--- src/rtl/fx_mul_pipe.sv ---
// Pipelined signed fixed-point multiplier: exact product, scale by FRAC with optional
// round-half-up, then symmetric saturation. A stalled output freezes the whole pipe.
module fx_mul_pipe #(
  parameter int unsigned W      = 16,
  parameter int unsigned FRAC   = 9,
  parameter int unsigned STAGES = 2,
  parameter int unsigned ROUND  = 1
) (
  input  logic         clk,
  input  logic         rst_n,
  input  logic         in_valid,
  output logic         in_ready,
  input  logic [W-1:0] in_a,
  input  logic [W-1:0] in_b,
  output logic         out_valid,
  input  logic         out_ready,
  output logic [W-1:0] out_data,
  output logic         out_sat
);

  localparam int unsigned PW = 2 * W;
  localparam int unsigned XW = PW + 1;
  localparam int unsigned NP = (STAGES > 1) ? STAGES - 1 : 1;

  localparam logic signed [XW-1:0] RND_C = (ROUND != 0) ? (XW'(1) << (FRAC - 1)) : XW'(0);
  localparam logic signed [XW-1:0] MAX_C = (XW'(1) << (W - 1)) - XW'(1);
  localparam logic signed [XW-1:0] MIN_C = -MAX_C;

  logic                 stall_c;
  logic signed [PW-1:0] prod_c;
  logic signed [PW-1:0] p_last_c;
  logic signed [XW-1:0] rsum_c;
  logic signed [XW-1:0] rshift_c;
  logic [W-1:0]         res_data_c;
  logic                 res_sat_c;

  logic [STAGES-1:0]    valid_q, valid_d;
  logic signed [PW-1:0] p_q [NP];
  logic signed [PW-1:0] p_d [NP];
  logic [W-1:0]         data_q, data_d;
  logic                 sat_q, sat_d;

  assign stall_c   = valid_q[STAGES-1] && !out_ready;
  assign in_ready  = !stall_c;
  assign out_valid = valid_q[STAGES-1];
  assign out_data  = data_q;
  assign out_sat   = sat_q;

  assign prod_c   = $signed({{W{in_a[W-1]}}, in_a}) * $signed({{W{in_b[W-1]}}, in_b});
  assign p_last_c = (STAGES > 1) ? p_q[NP-1] : prod_c;

  // One extra guard bit keeps the rounding add from wrapping before the shift.
  always_comb begin
    rsum_c     = $signed({p_last_c[PW-1], p_last_c}) + RND_C;
    rshift_c   = rsum_c >>> FRAC;
    res_data_c = rshift_c[W-1:0];
    res_sat_c  = 1'b0;
    if (rshift_c > MAX_C) begin
      res_data_c = MAX_C[W-1:0];
      res_sat_c  = 1'b1;
    end else if (rshift_c < MIN_C) begin
      res_data_c = MIN_C[W-1:0];
      res_sat_c  = 1'b1;
    end
  end

  always_comb begin
    valid_d = valid_q;
    p_d     = p_q;
    data_d  = data_q;
    sat_d   = sat_q;
    if (!stall_c) begin
      valid_d[0] = in_valid;
      for (int unsigned i = 1; i < STAGES; i++) begin
        valid_d[i] = valid_q[i-1];
      end
      if (STAGES > 1) begin
        p_d[0] = prod_c;
        for (int unsigned i = 1; i < NP; i++) begin
          p_d[i] = p_q[i-1];
        end
      end
      data_d = res_data_c;
      sat_d  = res_sat_c;
    end
  end

  always_ff @(posedge clk or negedge rst_n) begin
    if (!rst_n) begin
      valid_q <= '0;
      data_q  <= '0;
      sat_q   <= 1'b0;
      for (int unsigned i = 0; i < NP; i++) begin
        p_q[i] <= '0;
      end
    end else begin
      valid_q <= valid_d;
      p_q     <= p_d;
      data_q  <= data_d;
      sat_q   <= sat_d;
    end
  end

endmodule
--- config.mk ---
export PLATFORM = sky130hd
export DESIGN_NAME = fx_mul_pipe
export DESIGN_NICKNAME = d
export VERILOG_FILES = /design/src/rtl/fx_mul_pipe.sv
export SDC_FILE = /design/constraint.sdc
export NUM_CORES = 1
export LEC_CHECK = 0
export ABC_AREA = 1
export BUFFER_PORTS_ARGS = -buffer_cell sky130_fd_sc_hd__buf_2
export CORE_MARGIN = 4
export CORE_UTILIZATION = 40
export DETAILED_ROUTE_END_ITERATION = 12
export SETUP_SLACK_MARGIN = 0.05
export SLEW_MARGIN = 10
export SYNTH_ARGS = -nofsm -noshare
export SYNTH_HDL_FRONTEND = slang
export SYNTH_SLANG_ARGS = --single-unit
--- constraint.sdc ---
create_clock -name clk -period 2.62 [get_ports clk]
set_input_delay 0.131 -clock clk [delete_from_list [all_inputs] [get_ports clk]]
set_output_delay 0.131 -clock clk [all_outputs]
set_load 0.02 [all_outputs]
; After elaboration in Yosys (flattened, before gate mapping)
; Cells that the tools add are included.
[totals]
out_inout_bits = 19
reg_bits = 51
word_cells = 15
inputBits = 36
[classes]
reduce_logical = 3
magnitude_cmp = 2
mul = 1
addsub = 1
mux = 4
[ops]
columns = cell, count
row1 = "32-bit by 10-bit adder with 33-bit output, second input constant", 1
row2 = 16-bit by 16-bit multiplier with 32-bit output, 1
row3 = 16-bit two-way mux, 2
row4 = "24-bit by 16-bit > comparator with 1-bit output, second input constant", 1
row5 = "24-bit by 16-bit less-than comparator with 1-bit output, second input constant", 1
row6 = 1-bit zero test, 2
row7 = 1-bit two-way mux, 2
row8 = 1-bit logical AND, 1

; Logic depth before layout (Yosys ltp)
; Gate-level depths: netlist of run 1.
[depth]
ltp_word = 4
depth_mapped = 29
mapped_depth_nobuf = 27

; Least setup slack after synthesis of run 1
; Ideal clock, no wire load.
[synth_timing]
kind = input-to-reg
startpoint = input port in_b[3]
endpoint = register p_q, in the netlist p_last_c[23]
setup_time_ps = 120
cell_stages = 23
n_path_buf = 2
path_slack_ps = -2970
required_ps = 2500
t_arrival_ps = 5470
path_cell_list = clkbuf_1 -> clkbuf_1 -> nand2_1 -> inv_1 -> fa_1 -> fa_1 -> fa_1 -> fa_1 -> fa_1 -> inv_1 -> fa_1 -> inv_1 -> ha_1 -> nand2_1 -> nor2_1 -> inv_1 -> nor2_1 -> inv_1 -> or2_2 -> nand3_1 -> nand2_1 -> nand3_1 -> nand2_1
[synth_between]
elab_chain_cells = 1
[synth_rtl]
columns = item, line
row1 = from (decl), 14  ; input logic [W-1:0] in_b,
row2 = 16-bit by 16-bit multiplier with 32-bit output, 49  ; assign prod_c = $signed({{W{in_a[W-1]}}, in_a}) * $signed({{W{in_b[W-1]}}, in_b});
row3 = to (signal assigned), 98  ; p_q <= p_d;
row4 = to (decl), 38  ; logic signed [PW-1:0] p_q [NP];
; Every way passes these cells.
; A chain may end at the register's enable or synchronous reset.

; Worst setup path in the final report of run 1
[layout_timing]
startpoint = input port in_a[15]
endpoint = register p_q, in the netlist p_last_c[29]
[layout_between]
elab_chain_cells = 1
[layout_rtl]
columns = item, line
row1 = from (decl), 13  ; input logic [W-1:0] in_a,
row2 = 16-bit by 16-bit multiplier with 32-bit output, 49
; Every way passes these cells.

==> impl_metrics.env, run 1 <==
export IMPL_run_status="complete, but fails checks"
export IMPL_violated_checks="negative setup slack"
export IMPL_synth_enable_flop_cells=0
export IMPL_layout_nets=2325
export IMPL_tightestPinTransition_ps=1010
export IMPL_asyncSetResetFlopFracSynth=1.00
export IMPL_synth_compound_area_share=0.0521
export IMPL_netlist_instances=1734
export IMPL_worstPathCellList="buf_12 -> nand2_4 -> inv_2 -> fa_2 -> fa_2 -> buf_6 -> fa_1 -> inv_2 -> fa_1 -> inv_1 -> fa_1 -> inv_1 -> fa_1 -> inv_2 -> ha_4 -> nand2_4 -> nor2_4 -> buf_4 -> a21oi_1 -> o21a_1 -> nand2_1 -> o21ai_1 -> o22ai_1"
export IMPL_ys_warn_count=0
export IMPL_initialDrtViolationCount=538
export IMPL_critical_path_reg2reg_startpoint="p_last_c[8]"
export IMPL_element_type_at_the_critical_path_start="input pin"
export IMPL_post_cts_clock_slew_at_the_launch_and_capture_registers_of_the_worst_setup_and_hold_paths_ps=60
export IMPL_drc=0
export IMPL_rsz0062_at_grt="true"
export IMPL_cts_sinks=43
export IMPL_cts_hold_fix_buffers=0
export IMPL_avgSynthCellArea_um2=7.49
export IMPL_timing_final_max_slew_violations=0
export IMPL_share_of_synthesized_cell_area_in_and_or_nand_and_nor_gates=0.203
export IMPL_tritoncts_num_buffers=5
export IMPL_chipHeight_um=188
export IMPL_firstDrtPassIters=5
export IMPL_count_of_buffer_and_inverter_cells_on_the_critical_path=8
export IMPL_fp_dieW_um=188
export IMPL_worstPathArrival_ps=5100
export IMPL_standard_cell_row_count=65
export IMPL_leading_register_cell_type_out_of_synthesis="dfrtp_1"
export IMPL_avgRoutedWirePerCell_um=14.6
export IMPL_global_route_wire_length_before_repair_um=59700
export IMPL_maxSlewHeadroom=0.326
export IMPL_grt_start_max_net_pins=44
export IMPL_area_growth_pct=33.4
export IMPL_pin_count=55
export IMPL_dp_hpwl_um=29000
export IMPL_maximum_single_stage_delay_on_the_critical_path_ps=660
export IMPL_tritoncts_clock_tree="yes"
export IMPL_yosys_mux_area_fraction=0.000771
export IMPL_placed_cells=2326
export IMPL_route_antenna_remaining_nets=0
export IMPL_tmin_final_ps=4940
export IMPL_n_antenna_cell=0
export IMPL_synth_seq_cells=43
export IMPL_instances_no_fill=2384
export IMPL_finalClockSkew_ps=5.72
export IMPL_synth_seq_area_share=0.0828
export IMPL_post_synth_num_cell_types=41
export IMPL_clk_path_buf_depth=2
export IMPL_worstSkewPairLatency_ps=290
export IMPL_drive_above_1_share=0.318
export IMPL_mappedNetlistArea_um2=13000
export IMPL_antenna_found_initial=0
export IMPL_crit_top_cell="fa_1"
export IMPL_global_route_usage_total=0.204
export IMPL_final_cycle_utilization_of_the_critical_path=1.88
export IMPL_cp_startpoint="in_a[15]"
export IMPL_place_gp_congestion=0.888
export IMPL_clock_fmax_ghz=0.203
export IMPL_path_max_fanout=8
export IMPL_vias=11300
export IMPL_io_buffer_count=54
export IMPL_setup_ws_ps=-2320
export IMPL_syn_nets=2111
export IMPL_timing_setup_critical_path_class="in2reg"
export IMPL_finalSetupViolations=24
export IMPL_worstSetupEndpointType="flop"
export IMPL_totalWireLength_um=34700
export IMPL_post_synth_xor_area_fraction=0.0155
export IMPL_timing_max_cap_violations=0
export IMPL_core_area_um2=31800
export IMPL_worst_path_required_time_ps=2790
export IMPL_cpLargestDelayFamily="adder cells"
export IMPL_yosys_area_share_adder=0.479
export IMPL_ctsRootBufferMaster="clkbuf_16"
export IMPL_report_final_hold_viol_count=0
export IMPL_crit_slowest_cell="fa_2"
export IMPL_design_die_area_um2=35400
export IMPL_start_util=0.408
export IMPL_synth_top_family_by_area="adder cells"
export IMPL_global_route_overflow_total=0
export IMPL_routed_via_density=4.75
export IMPL_grt_pass1_vias=12200
export IMPL_ctsHtreeMaxLevel=2
export IMPL_min_delay_worst_type="in2async"
state kept, by name, summed over array words and instances (netlist names):
signal	count
p_last_c	24
out_data	16
valid_q	2
out_sat	1
Yosys cell counts, drive strengths merged (2+ instances only):
cell type  instances  area [µm²]
inv              502        1880
nand2            448        1700
fa               261        5230
nor2              98         408
ha                80        1000
clkbuf            65         244
a21oi             50         299
nand3             50         255
o21ai             48         240
dfrtp             43        1080
xnor2             17         149
nand4             15        93.8
or2               11        68.8
nor3              10        50.1
nand3b             6        48.8
xor2               6        52.6
a21o               4        30.0
o21bai             4        33.8
buf                3        35.0
o21a               3        22.5
a211oi             2        15.0
a31oi              2        12.5
path summary, 6_finish.rpt:
path	end	slack (ps)	cells past startpoint
max	p_last_c[29]	-2320	23
min	out_data[2]	10	1
max reg2reg	out_data[3]	330	13
min reg2reg	valid_q[1]	450	2
max in group asynchronous	p_last_c[25]	1990	1
min in group clk	valid_q[0]	60	3
per-layer routing:
layer / global-route usage / up-vias / wire length, µm
met5: 0 / - / 0
met4: 0.0381 / 0 / 596
met3: 0.0174 / 42 / 1360
met2: 0.361 / 208 / 17800
met1: 0.277 / 5672 / 15000
li1: - / 5406 / -
worst register-to-register path: cells and delay by family (launching register included):
| family | cells | cell delay (ps) |
|---|---|---|
| compound gates | 2 | 240 |
| simple gates | 9 | 1050 |
| flops | 1 | 430 |
| buf+inv | 1 | 170 |
| fa+ha+maj | 1 | 280 |
cells in the final DEF, fill, tap and decap left out, types with 4 or more instances in the layout:
master       n
a21o_1       4
a21oi_1     11
a21oi_2     26
a21oi_4     13
buf_12      14
buf_2       28
buf_4      170
buf_6       56
buf_8        6
clkbuf_16    5
dfrtp_1     43
fa_1       234
fa_2        27
ha_1        50
ha_4        29
inv_1      429
inv_2       70
nand2_1    384
nand2_2     36
nand2_4     28
nand3_1     35
nand3_2     14
nand3b_1     5
nand4_1     15
nor2_1      55
nor2_2      22
nor2_4      21
nor3_2       4
o21ai_0     14
o21ai_1     24
o21ai_2      7
or2_4        9
xnor2_1     12
xnor2_2      4
xor2_1       5
per-stage QoR:
step / TNS [ps] / utilization / area [µm²] / hold WS (ps) / setup WS (ps)
floorplan: -52290 / - / 14000 / -165 / -2430
detailed placement: -63160 / 0.486 / 15500 / 356 / -2800
CTS: -50890 / 0.520 / 16500 / 47.5 / -2280
global route: -55300 / 0.545 / 17300 / 88.0 / -2520
global placement: -62640 / 0.486 / 15500 / 344 / -2780
finish: -50840 / 0.545 / 17300 / 10.4 / -2320
cell type report:
cell class | instances | area, µm²
Clock buffer | 5 | 125
Clock inverter | 3 | 43.8
Fill cell | 2999 | 14500
Inverter | 503 | 1900
Multi-Input combinational cell | 1120 | 11200
Sequential cell | 43 | 1080
Tap cell | 435 | 544
Timing Repair Buffer | 275 | 2450
logic make-up (layout without fill, tap and decap cells):
kind of cell,Yosys count,after routing
simple gates,639,639
fa+ha+maj,341,341
flops,43,43
mux,1,1
compound gates,116,116
buf+inv,571,786
xor+xnor,23,23
repair_timing:
item	in CTS	in global routing
setup endpoints to repair	24	26
buffers inserted	25	29
pin swaps	131	145
endpoints found under the hold margin	0	0
gates cloned	1	0
gates resized for setup	211	171
Power of run 1 is not shown: default switching activity piles up to over one toggle a cycle in this logic, so the estimate is an artifact.
==> inputs of run 2 (changes only) <==
==> constraint.sdc (replaced) <==
create_clock -name clk -period 5.1 [get_ports clk]
set_input_delay 0.255 -clock clk [delete_from_list [all_inputs] [get_ports clk]]
set_output_delay 0.255 -clock clk [all_outputs]
set_load 0.02 [all_outputs]
==> impl_metrics.env, run 2 (synthesized netlist as in run 1, its figures left out) <==
export IMPL_standard_cell_row_count=65
export IMPL_final_cycle_utilization_of_the_critical_path=0.994
export IMPL_start_util=0.408
export IMPL_drc=0
export IMPL_tightestPinTransition_ps=948
export IMPL_antenna_found_initial=1
export IMPL_worstSetupEndpointType="flop"
export IMPL_worst_path_required_time_ps=5300
export IMPL_firstDrtPassIters=6
export IMPL_finalCoreUtilization=0.519
export IMPL_area_growth_pct=27.1
export IMPL_drive_above_1_share=0.257
export IMPL_cts_sinks=43
export IMPL_routed_via_density=4.69
export IMPL_final_common_cell="inv_1"
export IMPL_ctsHtreeMaxLevel=2
export IMPL_global_route_overflow_total=0
export IMPL_cts_hold_fix_buffers=0
export IMPL_vias=11000
export IMPL_rsz0062_at_grt="true"
export IMPL_io_buffer_count=54
export IMPL_fp_dieW_um=188
export IMPL_tns_ps=0
export IMPL_clk_path_buf_depth=2
export IMPL_chipHeight_um=188
export IMPL_ctsRootBufferMaster="clkbuf_16"
export IMPL_finalSetupViolations=0
export IMPL_element_type_at_the_critical_path_start="input pin"
export IMPL_avgRoutedWirePerCell_um=14.1
export IMPL_tritoncts_num_buffers=5
export IMPL_grt_start_max_net_pins=44
export IMPL_timing_final_max_slew_violations=0
export IMPL_initialDrtViolationCount=549
export IMPL_worstPathArrival_ps=5270
export IMPL_run_status="completed"
export IMPL_pin_count=55
export IMPL_totalWireLength_um=33000
export IMPL_finalClockSkew_ps=5.36
export IMPL_place_gp_congestion=0.901
export IMPL_clock_fmax_ghz=0.197
export IMPL_grt_pass1_vias=11900
export IMPL_fin_worst_hold_slack_ps=119
export IMPL_min_delay_worst_type="in2async"
export IMPL_global_route_wire_length_before_repair_um=57300
export IMPL_tritoncts_clock_tree="yes"
export IMPL_tmin_final_ps=5070
export IMPL_route_antenna_remaining_nets=0
export IMPL_timing_max_cap_violations=0
export IMPL_worstSkewPairLatency_ps=290
export IMPL_maxSlewHeadroom=0.368
export IMPL_largest_reg_flops=24
export IMPL_layout_nets=2285
export IMPL_final_cell_mix="inv_1, nand2_1, fa_1, buf_4, nor2_1"
export IMPL_global_route_usage_total=0.194
export IMPL_path_max_fanout=4
export IMPL_report_final_hold_viol_count=0
export IMPL_design_die_area_um2=35400
export IMPL_dp_hpwl_um=28400
export IMPL_post_cts_clock_slew_at_the_launch_and_capture_registers_of_the_worst_setup_and_hold_paths_ps=60
export IMPL_timing_setup_critical_path_class="in2reg"
export IMPL_core_area_um2=31800
## run 2: cell types whose count changed in the layout (fill, tap and decap cells not counted), sizes merged
cell,before,now
bufinv,1,0
diode,0,1
buf,274,232
clkinv,3,2
clkbuf,5,10
bufbuf,1,0
## run 2: final timing paths
| kind | from | endpoint | slack [ps] | depth (start not counted) |
|---|---|---|---|---|
| worst max-delay path | in_b[15] | p_last_c[20] | 30 | 23 |
| worst min-delay path | rst_n | out_data[2] | 120 | 1 |
| worst max register to register | p_last_c[8] | out_data[2] | 2600 | 12 |
| worst min register to register | valid_q[0] | valid_q[1] | 450 | 2 |
| max in group asynchronous | rst_n | p_last_c[16] | 4400 | 1 |
| min in group clk | in_valid | valid_q[0] | 180 | 3 |
## run 2: metal layers
| metal | wire length [µm] | up-vias | GRT usage | part of all wire |
|---|---|---|---|---|
| li1 | - | 5321 | - | - |
| met1 | 14500 | 5470 | 0.260 | 0.44 |
| met2 | 16900 | 173 | 0.355 | 0.51 |
| met3 | 1060 | 40 | 0.0117 | 0.032 |
| met4 | 507 | 0 | 0.0277 | 0.015 |
| met5 | 0 | - | 0 | 0 |
## run 2: area by class of cell
cell class                      instances  area, µm²
Multi-Input combinational cell       1120      10900
Timing Repair Buffer                  235       1950
Clock inverter                          1       5.00
Sequential cell                        43       1080
Inverter                              503       1890
Tap cell                              435        544
Clock buffer                            7        133
Fill cell                            3046      15300
Antenna cell                            1       2.50
## run 2: timing repair
action / in CTS / in global routing
buffers inserted: 15 / 12
setup endpoints to repair: 21 / 23
resized for setup: 172 / 97
hold endpoints to repair: 0 / 0
pin swaps: 121 / 103
## run 2: worst max-delay path: stages
cell and delay, ps:
buf_6 80, clkinvlp_4 100, buf_12 150, buf_8 120
nor2_4 110, fa_2 450, fa_1 570, fa_2 460
fa_2 490, fa_1 560, inv_1 60, fa_1 510
inv_2 50, ha_4 320, nand2_4 90, nor2_4 110
inv_2 80, nor2_4 130, nand3_1 110, nand3_2 140
xor2_2 190, nand2_1 70, o21ai_0 80
## run 2: through the flow
step,worst slack [ps],cells,area [µm²]
after floorplan,-71.0,1734,13800
after global placement,-475,2309,15200
after detailed placement,-545,2309,15200
after CTS,21.0,2332,16000
after global routing,-186,2345,16500
final,32.0,2345,16500
Power of run 2 is left out for the same reason.
